## config.mk

```make
export PLATFORM = sky130hd
export DESIGN_NAME = cav4_lorentz
export DESIGN_NICKNAME = d
export VERILOG_FILES = /design/src/rtl/cav4_lorentz_pkg.sv /design/src/rtl/cav4_lorentz_mac.sv /design/src/rtl/cav4_lorentz.sv
export SDC_FILE = /design/constraint.sdc
export NUM_CORES = 2
export LEC_CHECK = 0
export BUFFER_PORTS_ARGS = -buffer_cell sky130_fd_sc_hd__buf_4
export CELL_PAD_IN_SITES_DETAIL_PLACEMENT = 1
export CELL_PAD_IN_SITES_GLOBAL_PLACEMENT = 2
export CORE_ASPECT_RATIO = 1.4
export CORE_MARGIN = 1.5
export CORE_UTILIZATION = 30
export CTS_CLUSTER_SIZE = 16
export DETAILED_ROUTE_END_ITERATION = 8
export HOLD_SLACK_MARGIN = 0.06
export MAX_ROUTING_LAYER = met4
export PLACE_DENSITY = 0.69
export SLEW_MARGIN = 0
export SYNTH_ARGS = -nofsm -noshare
export SYNTH_HDL_FRONTEND = slang
export SYNTH_SLANG_ARGS = --single-unit
```

## constraint.sdc

```tcl
create_clock -name clk -period 21.8 [get_ports clk]
set_input_delay 4.36 -clock clk [delete_from_list [all_inputs] [get_ports clk]]
set_output_delay 4.36 -clock clk [all_outputs]
set_load 0.01 [all_outputs]
```

## src/rtl/cav4_lorentz_pkg.sv

```systemverilog
`default_nettype none
// ============================================================================
// Module   : cav4_lorentz_pkg
// Purpose  : Shared constants, types and the saturation helper for the
//            cavity Lorentz-force detuning block.
// Revision : 1.0 - initial release
// ============================================================================
package cav4_lorentz_pkg;

    localparam int N_MECH_MODES = 7;
    localparam int N_CYCLES     = 2 * N_MECH_MODES;

    localparam int DATA_W    = 18;          // sample / coefficient width
    localparam int ACC_W     = 39;          // detune accumulator width
    localparam int PROD_W    = 2 * DATA_W;  // full 18x18 product width
    localparam int V2_W      = 17;          // unsigned field-power width
    localparam int ADDR_W    = 4;           // slot / table address width
    localparam int SHIFT_DRV = 17;          // product -> data scaling
    localparam int SHIFT_V2  = 18;          // |field|^2 -> v2 scaling

    localparam logic signed [DATA_W-1:0] DATA_MAX = {1'b0, {(DATA_W-1){1'b1}}};
    localparam logic signed [DATA_W-1:0] DATA_MIN = {1'b1, {(DATA_W-1){1'b0}}};
    localparam logic signed [ACC_W-1:0]  ACC_DATA_MAX = ACC_W'(DATA_MAX);
    localparam logic signed [ACC_W-1:0]  ACC_DATA_MIN = ACC_W'(DATA_MIN);

    typedef enum logic [0:0] {
        ST_IDLE = 1'b0,
        ST_RUN  = 1'b1
    } state_t;

    typedef struct packed {
        logic                     clip;
        logic signed [DATA_W-1:0] val;
    } sat_t;

    // Clamp an accumulator-wide value into the signed data range and flag
    // whether clamping happened.
    function automatic sat_t sat_data(input logic signed [ACC_W-1:0] x);
        sat_t r;
        if (x > ACC_DATA_MAX) begin
            r.clip = 1'b1;
            r.val  = DATA_MAX;
        end else if (x < ACC_DATA_MIN) begin
            r.clip = 1'b1;
            r.val  = DATA_MIN;
        end else begin
            r.clip = 1'b0;
            r.val  = x[DATA_W-1:0];
        end
        return r;
    endfunction

endpackage
`default_nettype wire

```

## src/rtl/cav4_lorentz_mac.sv

```systemverilog
`default_nettype none
// ============================================================================
// Module   : lorentz_mac
// Purpose  : Registered signed 18x18 multiply with accumulate / replace
//            control. The output is the accumulator scaled down by SHIFT
//            and clamped to the 18-bit data range.
// Ports    : clk, rst     - clock, asynchronous active-high reset
//            i_en         - update the accumulator this cycle
//            i_accum      - 1: acc += a*b, 0: acc = a*b
//            i_a, i_b     - signed operands
//            o_q          - sat(acc >>> SHIFT)
//            o_sat        - o_q is clamped
// Revision : 1.0 - initial release
// ============================================================================
module lorentz_mac
    import cav4_lorentz_pkg::*;
#(
    parameter int SHIFT = SHIFT_DRV
)(
    input  logic                     clk,
    input  logic                     rst,
    input  logic                     i_en,
    input  logic                     i_accum,
    input  logic signed [DATA_W-1:0] i_a,
    input  logic signed [DATA_W-1:0] i_b,
    output logic signed [DATA_W-1:0] o_q,
    output logic                     o_sat
);

    logic signed [PROD_W-1:0] w_prod;
    logic signed [ACC_W-1:0]  w_base;
    logic signed [ACC_W-1:0]  w_sh;
    logic signed [ACC_W-1:0]  r_acc;
    sat_t                     w_sat;

    assign w_prod = i_a * i_b;
    assign w_base = i_accum ? r_acc : '0;
    assign w_sh   = r_acc >>> SHIFT;
    assign w_sat  = sat_data(w_sh);
    assign o_q    = w_sat.val;
    assign o_sat  = w_sat.clip;

    always_ff @(posedge clk or posedge rst) begin
        if (rst) begin
            r_acc <= '0;
        end else if (i_en) begin
            r_acc <= w_base + ACC_W'(w_prod);
        end
    end

endmodule
`default_nettype wire

```

## src/rtl/cav4_lorentz.sv

```systemverilog
`default_nettype none
// ============================================================================
// Module   : cav4_lorentz
// Purpose  : Lorentz-force detuning model. Computes the field power once
//            per resonator frame, drives each time-multiplexed mechanical
//            mode with power * coupling, and sums position * coupling over
//            the frame into a detuning value.
// Ports    : clk, rst            - clock, asynchronous active-high reset
//            start_eig           - frame strobe (slot 0)
//            field_i, field_q    - cavity field, streamed continuously
//            mech_x              - resonator position, slot k at t+k
//            cpl_we/addr/data    - host write port of the coupling table
//            eig_drive           - per-slot drive, slot k at t+k+2
//            detune/detune_valid - frame sum, valid at t+n_cycles+2
//            clip                - any saturation event
// Revision : 1.0 - initial release
// ============================================================================
module cav4_lorentz
    import cav4_lorentz_pkg::*;
#(
    parameter int n_mech_modes = N_MECH_MODES,
    parameter int n_cycles     = 2 * n_mech_modes
)(
    input  logic                     clk,
    input  logic                     rst,
    input  logic                     start_eig,
    input  logic signed [DATA_W-1:0] field_i,
    input  logic signed [DATA_W-1:0] field_q,
    input  logic signed [DATA_W-1:0] mech_x,
    input  logic                     cpl_we,
    input  logic [ADDR_W-1:0]        cpl_addr,
    input  logic signed [DATA_W-1:0] cpl_data,
    output logic signed [DATA_W-1:0] eig_drive,
    output logic signed [DATA_W-1:0] detune,
    output logic                     detune_valid,
    output logic                     clip
);

    localparam logic [ADDR_W-1:0] c_last_slot = ADDR_W'(n_cycles - 1);
    localparam logic [ADDR_W-1:0] c_depth     = ADDR_W'(n_cycles);

    // ---------------------------------------------------------------- slots
    state_t                   r_state;
    logic [ADDR_W-1:0]        r_cnt;
    logic [ADDR_W-1:0]        w_s;
    logic                     w_active;

    // The strobe cycle itself is slot 0, so the slot index is resolved
    // combinationally and r_cnt holds the index for the following cycle.
    assign w_active = start_eig || (r_state == ST_RUN);
    assign w_s      = start_eig ? '0 : r_cnt;

    // ------------------------------------------------------- field power
    logic signed [PROD_W-1:0] w_sq_i;
    logic signed [PROD_W-1:0] w_sq_q;
    logic [PROD_W-1:0]        r_sq_i;
    logic [PROD_W-1:0]        r_sq_q;
    logic [PROD_W:0]          w_pow;
    logic [PROD_W:0]          w_pow_sh;
    logic                     w_v2_sat;
    logic [V2_W-1:0]          w_v2;
    logic [V2_W-1:0]          r_v2;
    logic                     r_v2_sat;
    logic [V2_W-1:0]          r_v2_frame;

    assign w_sq_i   = field_i * field_i;
    assign w_sq_q   = field_q * field_q;
    // Squares are non-negative, so the sum is handled as unsigned.
    assign w_pow    = {1'b0, r_sq_i} + {1'b0, r_sq_q};
    assign w_pow_sh = w_pow >> SHIFT_V2;
    assign w_v2_sat = |w_pow_sh[PROD_W:V2_W];
    assign w_v2     = w_v2_sat ? {V2_W{1'b1}} : w_pow_sh[V2_W-1:0];

    // ------------------------------------------------------ coupling table
    logic signed [DATA_W-1:0] r_cpl_mem [n_cycles];
    logic signed [DATA_W-1:0] r_cpl_rd;

    // Table contents survive reset; only the host port writes them.
    always_ff @(posedge clk) begin
        if (cpl_we && (cpl_addr < c_depth)) begin
            r_cpl_mem[cpl_addr] <= cpl_data;
        end
    end

    // ------------------------------------------- alignment to table output
    logic signed [DATA_W-1:0] r_mx_d1;
    logic                     r_act_d1;
    logic                     r_first_d1;
    logic                     r_last_d1;
    logic                     r_last_d2;

    // ------------------------------------------------------------ MACs
    logic signed [DATA_W-1:0] w_drv_q;
    logic                     w_drv_sat;
    logic signed [DATA_W-1:0] w_det_q;
    logic                     w_det_sat;

    // Drive path: power is non-negative, zero-extended to a signed operand.
    lorentz_mac #(
        .SHIFT   (SHIFT_DRV)
    ) u_mac_drv (
        .clk     (clk),
        .rst     (rst),
        .i_en    (r_act_d1),
        .i_accum (1'b0),
        .i_a     ({1'b0, r_v2_frame}),
        .i_b     (r_cpl_rd),
        .o_q     (w_drv_q),
        .o_sat   (w_drv_sat)
    );

    // Detune path: slot 0 replaces the accumulator, which discards any
    // partial sum left by an abandoned frame.
    lorentz_mac #(
        .SHIFT   (SHIFT_DRV)
    ) u_mac_det (
        .clk     (clk),
        .rst     (rst),
        .i_en    (r_act_d1),
        .i_accum (!r_first_d1),
        .i_a     (r_mx_d1),
        .i_b     (r_cpl_rd),
        .o_q     (w_det_q),
        .o_sat   (w_det_sat)
    );

    assign eig_drive = w_drv_q;

    // ------------------------------------------------------ control / regs
    logic r_clip;

    always_ff @(posedge clk or posedge rst) begin
        if (rst) begin
            r_state      <= ST_IDLE;
            r_cnt        <= '0;
            r_sq_i       <= '0;
            r_sq_q       <= '0;
            r_v2         <= '0;
            r_v2_sat     <= 1'b0;
            r_v2_frame   <= '0;
            r_cpl_rd     <= '0;
            r_mx_d1      <= '0;
            r_act_d1     <= 1'b0;
            r_first_d1   <= 1'b0;
            r_last_d1    <= 1'b0;
            r_last_d2    <= 1'b0;
            detune       <= '0;
            detune_valid <= 1'b0;
            r_clip       <= 1'b0;
        end else begin
            case (r_state)
                ST_IDLE: if (start_eig) r_state <= ST_RUN;
                default: r_state <= ST_RUN;
            endcase

            if (w_active) begin
                r_cnt <= (w_s == c_last_slot) ? '0 : w_s + 1'b1;
            end

            r_sq_i   <= w_sq_i;
            r_sq_q   <= w_sq_q;
            r_v2     <= w_v2;
            r_v2_sat <= w_v2_sat;
            if (start_eig) begin
                r_v2_frame <= r_v2;
            end

            r_cpl_rd   <= r_cpl_mem[w_s];
            r_mx_d1    <= mech_x;
            r_act_d1   <= w_active;
            r_first_d1 <= w_active && (w_s == '0);
            // A frame that never reaches the last slot never raises this
            // marker, so an abandoned frame produces no detune_valid.
            r_last_d1  <= w_active && (w_s == c_last_slot);
            r_last_d2  <= r_last_d1;

            detune_valid <= r_last_d2;
            if (r_last_d2) begin
                detune <= w_det_q;
            end

            // Field-power clipping is reported when the clipped value is
            // latched for a frame, not on every streamed sample. The drive
            // term is bounded by construction and is kept only as a guard.
            r_clip <= (start_eig && r_v2_sat)
                    || (r_last_d2 && w_det_sat)
                    || w_drv_sat;
        end
    end

    assign clip = r_clip;

endmodule
`default_nettype wire

```

==> results.rst <==
.. list-table::
   :header-rows: 1

   * - Metric
     - Value
   * - Number of buffers added to fix hold violations after cts
     - 0
   * - Largest net degree at the start of global routing
     - 131
   * - CTS tree
     - yes
   * - Average instance area after synthesis
     - 10.4 um2
   * - Resized cells post-CTS
     - 0
   * - IO Port Bufs
     - 117
   * - Post-Route WL
     - 173 mm
   * - Relative slew margins
     - 19.8%
   * - Nets
     - 7817
   * - Clock slew seen by the registers of the worst setup and hold paths
     - 60 ps
   * - Top fanout value on the critical path
     - 19
   * - Final count of negative-setup-slack endpoints
     - 0
   * - Number of cells in the design after placement
     - 8688
   * - Final hold vios
     - 0
   * - CP Launch Type
     - input port
   * - Die X
     - 389 um
   * - Number of sinks handled by clock tree synthesis
     - 477
   * - Final Skew
     - 40.4 ps
   * - Setup_tns
     - 0 ps
   * - Count of nets left with antenna violations after detail routing
     - 0
   * - Post-synthesis instance total
     - 6037
   * - Clock root cell
     - clkbuf_16
   * - Status
     - completed
   * - Transition at the pin with the smallest max-transition slack
     - 1200 ps
   * - Post-detailed-route via-to-cell ratio
     - 4.65
   * - Residual DRC count
     - 0
   * - Count of final max-slew check failures
     - 0
   * - Share of post-route cells with drive strength above 1
     - 6.03%
   * - First-pass GRT wire length
     - 278 mm
   * - Insertion delay of the later-clocked pin in the worst-skew pair
     - 670 ps
   * - Via count of the first global-routing pass
     - 48800
   * - Final RePlAce weighted congestion
     - 0.849
   * - Fin crit share
     - 46.2%
   * - Data required time of the worst path
     - 22390 ps
   * - Endpoint class of the critical path
     - register
   * - Chip Height
     - 544 um
   * - Period minus WS final
     - 10080 ps
   * - Core area
     - 208000 um2
   * - Number of antenna violations at the first check in global routing
     - 4
   * - Clock buffers created by TritonCTS
     - 51
   * - WP data arrival
     - 10680 ps
   * - Routed wirelength normalized by instance count
     - 19.7 um
   * - Initial DRT Pass Iterations
     - 4
   * - FFs w/ async S/R, synth
     - 47.2%
   * - Global router's overall resource usage
     - 17.4%
   * - Area Growth Syn to Fin
     - 8.94%
   * - HPWL after DPL
     - 137 mm
   * - Number of post-CTS setup repair buffers
     - 0
   * - Yosys warns
     - 0
   * - Initial detailed-routing violation count
     - 1380
   * - # Max-Cap Violations
     - 0
   * - Sequential cell area fraction in the yosys report
     - 21.0%
   * - Num ports
     - 118
   * - Start-to-end type of the worst setup path
     - input port to register
   * - Maximum clock insertion buffer count
     - 3
   * - Top_reg_cell synth
     - edfxtp_1
   * - Post-synth EDFFs
     - 252
   * - Total congestion overflow after global routing
     - 0
   * - Final std cells w/o fill
     - 8788
   * - Net count of the mapped netlist
     - 7813
   * - Highest achievable clock rate
     - 99.2 MHz
   * - Synth Register Bits
     - 477
   * - Area enclosed by the die boundary
     - 212000 um2
   * - Count of standard-cell rows
     - 198
   * - Hold Crit Class
     - register to register
   * - Effective utilization at floorplan
     - 30.2%
   * - Unrepaired setup endpoints after global routing
     - no
   * - Netlist cell types
     - 78
   * - CTS H-tree lvls
     - 2
   * - Total via count after detailed routing
     - 40800
   * - Post-synthesis cell area
     - 62700 um2
[flip-flops by register name, indices dropped and copies added (netlist names), 4 cells and up]
name / count
r_v2_frame: 17
r_v2: 17
r_mx_d1: 18
u_mac_drv.r_acc: 19
r_sq_q: 34
r_cpl_mem: 252
detune: 18
r_sq_i: 34
r_cnt: 4
r_cpl_rd: 18
u_mac_det.r_acc: 39
[final cells by class]
class                   instances  area [um2]
fillers                     23300      140000
inverters                    1465        5510
diodes                          4        10.0
flip-flops and latches        477       13200
clock buffers                  61        1350
multi-input cells            3878       43300
well taps                    2700        3380
repair buffers                168        1270
clock inverters                35         345
[cell usage after synthesis, drive strengths merged, types with 5 or more instances]
| cell type | count | area share [%] |
|---|---|---|
| o221ai | 18 | 0.26 |
| o21a | 20 | 0.24 |
| clkbuf | 208 | 1.2 |
| a21oi | 127 | 1.0 |
| edfxtp | 252 | 12 |
| a31oi | 14 | 0.19 |
| and3 | 7 | 0.070 |
| mux2 | 70 | 1.3 |
| a22oi | 61 | 0.73 |
| nor2 | 164 | 0.98 |
| mux2i | 19 | 0.30 |
| o21ai | 82 | 0.66 |
| or3 | 9 | 0.090 |
| nand2 | 624 | 3.7 |
| dfrtp | 225 | 9.0 |
| o2bb2ai | 20 | 0.29 |
| a22o | 15 | 0.21 |
| inv | 1464 | 8.8 |
| xnor2 | 106 | 1.5 |
| nor3 | 15 | 0.12 |
| nor2b | 63 | 0.63 |
| o31a | 7 | 0.098 |
| ha | 478 | 9.5 |
| nand3 | 67 | 0.53 |
| buf | 9 | 0.054 |
| a311oi | 5 | 0.090 |
| fa | 1218 | 39 |
| or2 | 9 | 0.090 |
| a221oi | 17 | 0.24 |
| a21o | 51 | 0.61 |
| a211oi | 14 | 0.18 |
| o211ai | 9 | 0.12 |
| o41ai | 5 | 0.094 |
| o31ai | 11 | 0.14 |
| and2 | 365 | 3.6 |
| xor2 | 47 | 0.66 |
| and4 | 5 | 0.070 |
| nand2b | 60 | 0.60 |
| o21bai | 18 | 0.22 |
| nand4 | 7 | 0.070 |
[cell families after synthesis]
kind of cell	Yosys count	share of synthesized area [%]
multiplexers	92	1.67
buffers and inverters	1682	10.1
AO/OA/AOI/OAI	521	5.78
XOR/XNOR	153	2.14
adder cells (fa/ha/maj)	1696	48.4
flip-flops	477	21.0
AND/OR/NAND/NOR	1416	10.9
[cells in the final DEF (no fill, tap or decap), drive strengths merged, types with 7 or more instances in the layout]
cell type / netlist / routed
inv: 1464 / 1467
fa: 1218 / 1218
nand2: 624 / 624
ha: 478 / 478
and2: 365 / 365
edfxtp: 252 / 252
dfrtp: 225 / 225
buf: 9 / 168
nor2: 164 / 164
a21oi: 127 / 127
xnor2: 106 / 106
o21ai: 82 / 82
mux2: 70 / 70
nand3: 67 / 67
nor2b: 63 / 63
a22oi: 61 / 61
clkbuf: 208 / 61
nand2b: 60 / 60
a21o: 51 / 51
xor2: 47 / 47
clkinv: 1 / 29
o2bb2ai: 20 / 20
o21a: 20 / 20
mux2i: 19 / 19
o21bai: 18 / 18
o221ai: 18 / 18
a221oi: 17 / 17
a22o: 15 / 15
nor3: 15 / 15
a31oi: 14 / 14
a211oi: 14 / 14
o31ai: 11 / 11
or3: 9 / 9
or2: 9 / 9
o211ai: 9 / 9
nand4: 7 / 7
and3: 7 / 7
o31a: 7 / 7
[metrics by stage]
stage | instance area [um2] | util, % | hold slack, ps | setup slack, ps
2_1_floorplan | 62700 | - | 331 | 11280
6_report | 68300 | 32.9 | 355 | 11720
3_3_place_gp | 66600 | 32.1 | 345 | 11060
5_1_grt | 68300 | 32.9 | 364 | 11370
3_5_place_dp | 66600 | 32.1 | 344 | 11000
4_1_cts | 68300 | 32.9 | 359 | 11710
[routing by layer]
| layer | part of all wire (%) | wire length, um | track usage, % |
|---|---|---|---|
| met1 | 40 | 68600 | 19.4 |
| met4 | 2.0 | 3510 | 3.69 |
| met2 | 56 | 97300 | 33.4 |
| met5 | 0 | 0 | - |
| met3 | 2.2 | 3890 | 1.49 |
[worst max-delay path, stage by stage]
cell	delay, ps
buf_4	250
and2_1	220
inv_1	70
fa_1	540
inv_1	60
fa_1	530
inv_1	50
fa_1	480
fa_1	560
inv_1	60
fa_1	490
fa_1	420
ha_1	390
a21oi_1	120
a32oi_1	240
nand2_1	130
o41ai_1	610
a41o_1	290
a41o_1	210
nand2b_1	80
a311oi_1	310
xor2_1	180
[path summary, 6_finish.rpt]
| check | from | to | slack (ps) | depth (start not counted) |
|---|---|---|---|---|
| max | field_q[5] | r_sq_q[34]$_DFF_PP0_ | 11720 | 22 |
| min | r_last_d1$_DFF_PP0_ | r_last_d2$_DFF_PP0_ | 350 | 0 |
| max reg2reg | r_mx_d1[17]$_DFF_PP0_ | u_mac_det.r_acc[38]$_DFFE_PP0P_ | 13680 | 19 |
| min reg2reg | r_last_d1$_DFF_PP0_ | r_last_d2$_DFF_PP0_ | 350 | 0 |
| max in group asynchronous | rst | r_act_d1$_DFF_PP0_ | 16600 | 3 |
| min in group asynchronous | rst | r_sq_q[9]$_DFF_PP0_ | 3810 | 2 |
Power is left out: the tool's default activity adds up to more than one toggle a clock period on the data nets, which glitch-free logic cannot reach.
